File: src/rtl/pipe_skid_stage.sv
// Elastic pipeline stage: valid/ready handshake, optional two-entry skid
// buffer, synchronous flush, bubble insertion and a saturating stall counter.
module pipe_skid_stage #(
   parameter int unsigned DATA_W = 16,
   parameter int unsigned CTRL_W = 18,
   parameter int unsigned SKID   = 1,
   parameter int unsigned CNT_W  = 8
) (
   input  logic              clk,
   input  logic              rst,
   input  logic              in_valid,
   output logic              in_ready,
   input  logic [DATA_W-1:0] in_data,
   input  logic [CTRL_W-1:0] in_ctrl,
   input  logic              bubble,
   input  logic              flush,
   output logic              out_valid,
   input  logic              out_ready,
   output logic [DATA_W-1:0] out_data,
   output logic [CTRL_W-1:0] out_ctrl,
   output logic [1:0]        occupancy,
   output logic [CNT_W-1:0]  stall_cnt
);

   typedef struct packed {
      logic [DATA_W-1:0] data;
      logic [CTRL_W-1:0] ctrl;
   } word_t;

   localparam logic [CNT_W-1:0] CNT_MAX = {CNT_W{1'b1}};

   word_t            m_q, m_d, s_q, s_d, in_word;
   logic             mv_q, mv_d, sv_q, sv_d;
   logic             rdy_q, rdy_d;
   logic [CNT_W-1:0] cnt_q, cnt_d;
   logic             accept, drain;

   // in_ready: skid variant comes straight from a flop; flow-through variant
   // lets a downstream drain free the single slot in the same cycle.
   if (SKID != 0) begin : g_skid_ready
      assign in_ready = rdy_q;
   end else begin : g_flow_ready
      assign in_ready = rdy_q & (~mv_q | out_ready);
   end

   assign out_valid = mv_q;
   assign out_data  = m_q.data;
   assign out_ctrl  = m_q.ctrl;
   assign occupancy = {1'b0, mv_q} + {1'b0, sv_q};
   assign stall_cnt = cnt_q;

   // Next-state for the main/skid entries, ready flop and stall counter.
   always_comb begin
      mv_d   = mv_q;
      sv_d   = sv_q;
      m_d    = m_q;
      s_d    = s_q;
      cnt_d  = cnt_q;
      accept = in_valid & in_ready;
      drain  = mv_q & out_ready;

      in_word.data = in_data;
      in_word.ctrl = bubble ? '0 : in_ctrl;

      if (flush) begin
         mv_d = 1'b0;
         sv_d = 1'b0;
         m_d  = '0;
         s_d  = '0;
      end else if (SKID != 0) begin
         if (!mv_q) begin
            if (accept) begin
               m_d  = in_word;
               mv_d = 1'b1;
            end
         end else if (sv_q) begin
            // in_ready is low here, so only the S->M move can happen
            if (drain) begin
               m_d  = s_q;
               sv_d = 1'b0;
            end
         end else if (drain) begin
            if (accept) m_d = in_word;
            else        mv_d = 1'b0;
         end else if (accept) begin
            s_d  = in_word;
            sv_d = 1'b1;
         end
      end else begin
         if (accept) begin
            m_d  = in_word;
            mv_d = 1'b1;
         end else if (drain) begin
            mv_d = 1'b0;
         end
      end

      if (SKID == 0) begin
         sv_d = 1'b0;
         s_d  = '0;
      end

      rdy_d = (SKID != 0) ? ~sv_d : 1'b1;

      if (mv_q && !out_ready && (cnt_q != CNT_MAX)) cnt_d = cnt_q + CNT_W'(1);
   end

   // State registers; reset drops all held words and blocks input.
   always_ff @(posedge clk or negedge rst) begin
      if (!rst) begin
         mv_q  <= 1'b0;
         sv_q  <= 1'b0;
         m_q   <= '0;
         s_q   <= '0;
         rdy_q <= 1'b0;
         cnt_q <= '0;
      end else begin
         mv_q  <= mv_d;
         sv_q  <= sv_d;
         m_q   <= m_d;
         s_q   <= s_d;
         rdy_q <= rdy_d;
         cnt_q <= cnt_d;
      end
   end

endmodule

File: config.mk
export PLATFORM = sky130hd
export DESIGN_NAME = pipe_skid_stage
export DESIGN_NICKNAME = d
export VERILOG_FILES = /design/src/rtl/pipe_skid_stage.sv
export SDC_FILE = /design/constraint.sdc
export NUM_CORES = 1
export LEC_CHECK = 0
export BUFFER_PORTS_ARGS = -buffer_cell sky130_fd_sc_hd__buf_4
export CELL_PAD_IN_SITES_DETAIL_PLACEMENT = 0
export CELL_PAD_IN_SITES_GLOBAL_PLACEMENT = 1
export CORE_ASPECT_RATIO = 1.2
export CORE_UTILIZATION = 41
export DETAILED_ROUTE_END_ITERATION = 8
export HOLD_SLACK_MARGIN = 0.03
export PLACE_DENSITY = 0.78
export SYNTH_ARGS = -nofsm -noshare
export SYNTH_HDL_FRONTEND = slang
export SYNTH_SLANG_ARGS = --single-unit
export TNS_END_PERCENT = 20
File: constraint.sdc
create_clock -name clk -period 1.65 [get_ports clk]
set_input_delay 0.33 -clock clk [delete_from_list [all_inputs] [get_ports clk]]
set_output_delay 0.33 -clock clk [all_outputs]
set_load 0.005 [all_outputs]
### After elaboration in Yosys (flattened, before gate mapping)

Index checks and enable logic that the tools add are counted.

* register bits: 79
* bits of input ports: 40
* output and inout port bits: 46
* logic and storage cells: 45

* add/subtract/negate cells: 2
* equality and inequality tests: 4
* multiplexer cells: 22
* bitwise operators: 3
* reduce and logical (&&, ||, !) cells: 6

Operators with widths (number)
* $mux 34: 11
* $mux 18: 1
* $mux 1: 10
* $add 8x1->8 const B: 1
* $ne 8x8->1 const B: 1
* $ne 2x2->1 const B: 2
* $reduce_and 4->1: 1
* $reduce_bool 2->1: 2
* $ne 3x2->1 const B: 1
* $add 1x1->2: 1
* $and 1x1->1: 2
* $logic_and 1x1->1: 2
* $logic_not 1->1: 1
* $not 1->1: 1

### Depth between registers and ports, before layout

* depth in word-level cells: 7
* gate-level depth with buffers: 6
* gate-level depth less buffers: 5

### Worst setup path before layout

No wires, ideal clock.

* kind: register to register
* from: reg mv_q, in the netlist out_valid
* to: reg cnt_q[7], in the netlist stall_cnt[7]
* setup time: 0.127 ns
* arrival time: 1.329 ns
* data required time: 1.523 ns
* setup slack: 0.194 ns
* stages on the path, launching flop included: 6
* buffers on the path: 1
* period minus slack after synthesis: 1.456 ns
* path through: dfrtp_1 > buf_4 > and4b_1 > and3_1 > nand4_1 > mux2_1

* longest elaborated chain between the ends: 2

Ends and longest elaborated chain
* from (decl): line 33 `logic mv_q, mv_d, sv_q, sv_d;`
* from (signal assigned): line 118 `mv_q <= mv_d;`
* $logic_and 1x1->1 (2 in a row): line 105 `if (mv_q && !out_ready && (cnt_q != CNT_MAX)) cnt_d = cnt_q + CNT_W'(1);`
* to (signal assigned): line 123 `cnt_q <= cnt_d;`
* to (decl): line 35 `logic [CNT_W-1:0] cnt_q, cnt_d;`

No other way between the ends.
A chain may end at the register's enable or synchronous reset.

### Worst setup path after layout

* from: reg sv_q
* to: out occupancy[0]

* longest elaborated chain between the ends: 1

Ends and longest elaborated chain
* from (decl): line 33
* from (signal assigned): line 119 `sv_q <= sv_d;`
* $add 1x1->2: line 49 `assign occupancy = {1'b0, mv_q} + {1'b0, sv_q};`
* to (decl): line 21 `output logic [1:0] occupancy,`

No other way between the ends.

==> results.sh <==
export IMPL_status="completed"
export IMPL_clkLatencyLatePin_ns=0.34
export IMPL_rsz0062_at_grt="false"
export IMPL_core_mm2=0.00861
export IMPL_finClkSkew_ns=0.00895
export IMPL_fill_cells=820
export IMPL_setup_viol=0
export IMPL_sw_frac_of_total_pct=27.1
export IMPL_cp_required_ns=1.32
export IMPL_drive_gt1_share_pct=30.9
export IMPL_cts_sinks=79
export IMPL_rows=37
export IMPL_max_clock_freq_mhz=648
export IMPL_syn2layout_area_growth_pct=29.0
export IMPL_antenna_left=0
export IMPL_grt_pass1_vias=3098
export IMPL_post_route_period_util_pct=93.6
export IMPL_fin_nets=470
export IMPL_grt_start_max_net_pins=34
export IMPL_synth_seq_cells=79
export IMPL_setup_tns_ns=0
export IMPL_via_per_inst=5.69
export IMPL_die_height_um=105
export IMPL_combPwrFrac_pct=18.7
export IMPL_yosysSeqAreaShare_pct=54.1
export IMPL_relSlewSlack_pct=67.1
export IMPL_antennaDiodeCount=0
export IMPL_finalHoldViolCount=0
export IMPL_p_int_uw=3200
export IMPL_ys_warn_count=0
export IMPL_synth_cell_types=41
export IMPL_cts_tree="yes"
export IMPL_critical_path_arrival_ns=1.21
export IMPL_initial_utilization_pct=42.5
export IMPL_drv_slew=0
export IMPL_syn_nets=380
export IMPL_portBuffers=85
export IMPL_track_usage_pct=22.3
export IMPL_maxCapViolCount=0
export IMPL_syn_avg_cell_area_um2=10.8
export IMPL_p_per_area_mw_per_mm2=931
export IMPL_hold_ws_ns=0.217
export IMPL_final_area_mm2=0.00472
export IMPL_vias=3118
export IMPL_period_minus_slack_ns=1.54
export IMPL_drt_initial_drc_count=168
export IMPL_endpoint_kind="output pin"
export IMPL_tightest_slew_ns=0.493
export IMPL_dieArea_mm2=0.00930
export IMPL_wl_mm=9.67
export IMPL_p_sw_uw=1190
export IMPL_clkPwrFrac_pct=31.5
export IMPL_drt_pass1_iterations=4
export IMPL_path_class="flip-flop to output pin"
export IMPL_synth_area_mm2=0.00366
export IMPL_peakVddDrop_v=0.000362
export IMPL_drc=0
export IMPL_clock_path_buffers=2
export IMPL_min_path_type="input port to flip-flop"
export IMPL_startpoint_type="flip-flop"
export IMPL_grt_pass1_wl_mm=15.8
export IMPL_postPlaceCellArea_mm2=0.00451
export IMPL_cts_made_buffers=9
export IMPL_dieWidth_um=88.2
export IMPL_cts_setup_buffers=0
export IMPL_leakage_uw=0.00223
export IMPL_antenna_found_initial=0
export IMPL_cts_clk_slew_worst_paths_ns=0.08
export IMPL_critPathMaxFanout=8
export IMPL_hpwl_mm=6.44
export IMPL_cts_root_buf="clkbuf_8"
export IMPL_place_congestion=0.779
export IMPL_detail_route_wl_per_cell_um=17.6
export IMPL_grt_ovfl_total=0
export IMPL_io_pins=86
export IMPL_power_frac_seq_pct=49.8
export IMPL_synthCells=338
export IMPL_htreeDepth=3
power groups by stage:
stage,clock [uW],combinational (uW),sequential [uW]
6_report,1380,820,2190
5_1_grt,1490,907,2210
4_1_cts,1420,825,2190
3_5_place_dp,0,822,2220
3_3_place_gp,0,819,2220
2_1_floorplan,0,368,2210
worst max-delay path: stages, from the launching register on:
cell,delay (ns)
dfrtp_2,0.48
ha_4,0.30
buf_4,0.10
metrics by stage:
stage / setup WS (ns) / util [%] / cells / total power (uW)
after floorplan: 0.194 / - / 338 / 2580
after global placement: 0.0318 / 52.3 / 533 / 3040
after detailed placement: 0.0102 / 52.3 / 533 / 3040
after CTS: 0.000319 / 54.6 / 548 / 4430
after global routing: 0.0495 / 54.8 / 548 / 4610
final: 0.106 / 54.8 / 548 / 4390
cells in the final DEF, fill, tap and decap left out, types with 2 or more instances in the layout:
cell type / synthesis / final
dfrtp_2: 0 / 2
o21ai_1: 2 / 2
clkinv_2: 0 / 2
a32oi_1: 2 / 2
a21oi_1: 40 / 40
nand4_1: 2 / 2
buf_12: 0 / 5
nor2b_1: 18 / 18
xnor2_1: 3 / 3
a22o_1: 50 / 50
buf_4: 4 / 100
dfrtp_1: 79 / 77
nand2_1: 40 / 40
clkbuf_8: 0 / 10
o21ai_0: 14 / 14
nand3_1: 4 / 4
a22oi_1: 17 / 17
o211ai_1: 15 / 15
nor2_1: 2 / 2
flip-flops by register name, indices dropped and copies added (netlist names):
register / flops
s_q: 34
out_ctrl: 18
out_data: 16
stall_cnt: 8
in_ready: 1
out_valid: 1
sv_q: 1
repair_timing:
action	CTS	global route
gates resized for setup	1	3
cloned	0	0
setup endpoints to repair	1	18
hold buffers	1	0
endpoints found under the hold margin	31	0
synthesized netlist by cell type (all sizes together):
cell type | number | share of area [%]
a21oi | 41 | 5.9
a22o | 50 | 12
a22oi | 17 | 3.5
a31oi | 1 | 0.58
a32oi | 2 | 0.48
and2 | 2 | 0.44
and2b | 1 | 0.27
and3 | 2 | 0.34
and4 | 1 | 0.24
and4b | 1 | 0.27
buf | 21 | 3.4
clkbuf | 6 | 0.65
dfrtp | 79 | 54
ha | 2 | 0.68
inv | 2 | 0.21
mux2 | 2 | 0.62
nand2 | 40 | 4.1
nand2b | 2 | 0.41
nand3 | 4 | 0.55
nand4 | 2 | 0.34
nor2 | 2 | 0.21
nor2b | 18 | 3.1
nor3 | 1 | 0.14
nor4 | 1 | 0.58
o211ai | 15 | 3.1
o21ai | 17 | 2.4
o311ai | 1 | 0.24
or3b | 1 | 0.24
xnor2 | 3 | 0.72
xor2 | 1 | 0.24
worst paths after layout:
check	slack, ns	endpoint	start	depth (start not counted)
max	0.11	occupancy[0]	sv_q	2
min	0.22	s_q[22]	in_data[4]	2
max reg2reg	0.14	out_ctrl[3]	sv_q	5
min reg2reg	0.52	s_q[6]	s_q[6]	1
max in group asynchronous	0.62	s_q[20]	rst	3
min in group asynchronous	0.49	out_data[13]	rst	2
cell type report:
cell class	count	area (um^2)	area share (%)
flip-flops and latches	79	1980	42.0
multi-input cells	230	1540	32.6
repair buffers	106	861	18.2
well taps	117	146	3.10
clock buffers	10	138	2.92
clock inverters	4	47.5	1.01
inverters	2	7.51	0.159
routing by layer:
layer / vias up / GRT usage, % / part of all wire [%] / routed length (um)
met4: 0 / 8.64 / 2.0 / 189
met2: 105 / 35.5 / 49 / 4740
li1: 1435 / - / - / -
met1: 1563 / 30.1 / 44 / 4210
met3: 15 / 3.84 / 5.3 / 516
met5: - / 0 / 0 / 0
cells by family (layout without fill, tap and decap cells):
logic type                 after synthesis  count (layout)  synth area share [%]
buffers and inverters                   29             122                  4.28
DFF                                     79              79                  54.1
and+or+nand+nor                         78              78                  11.2
AOI/OAI and AO/OA                      144             144                  28.2
adders and majority gates                2               2                 0.684
muxes                                    2               2                 0.616
xor gates and xnor gates                 4               4                 0.958
Note: power is estimated with default switching activity, not from simulation.
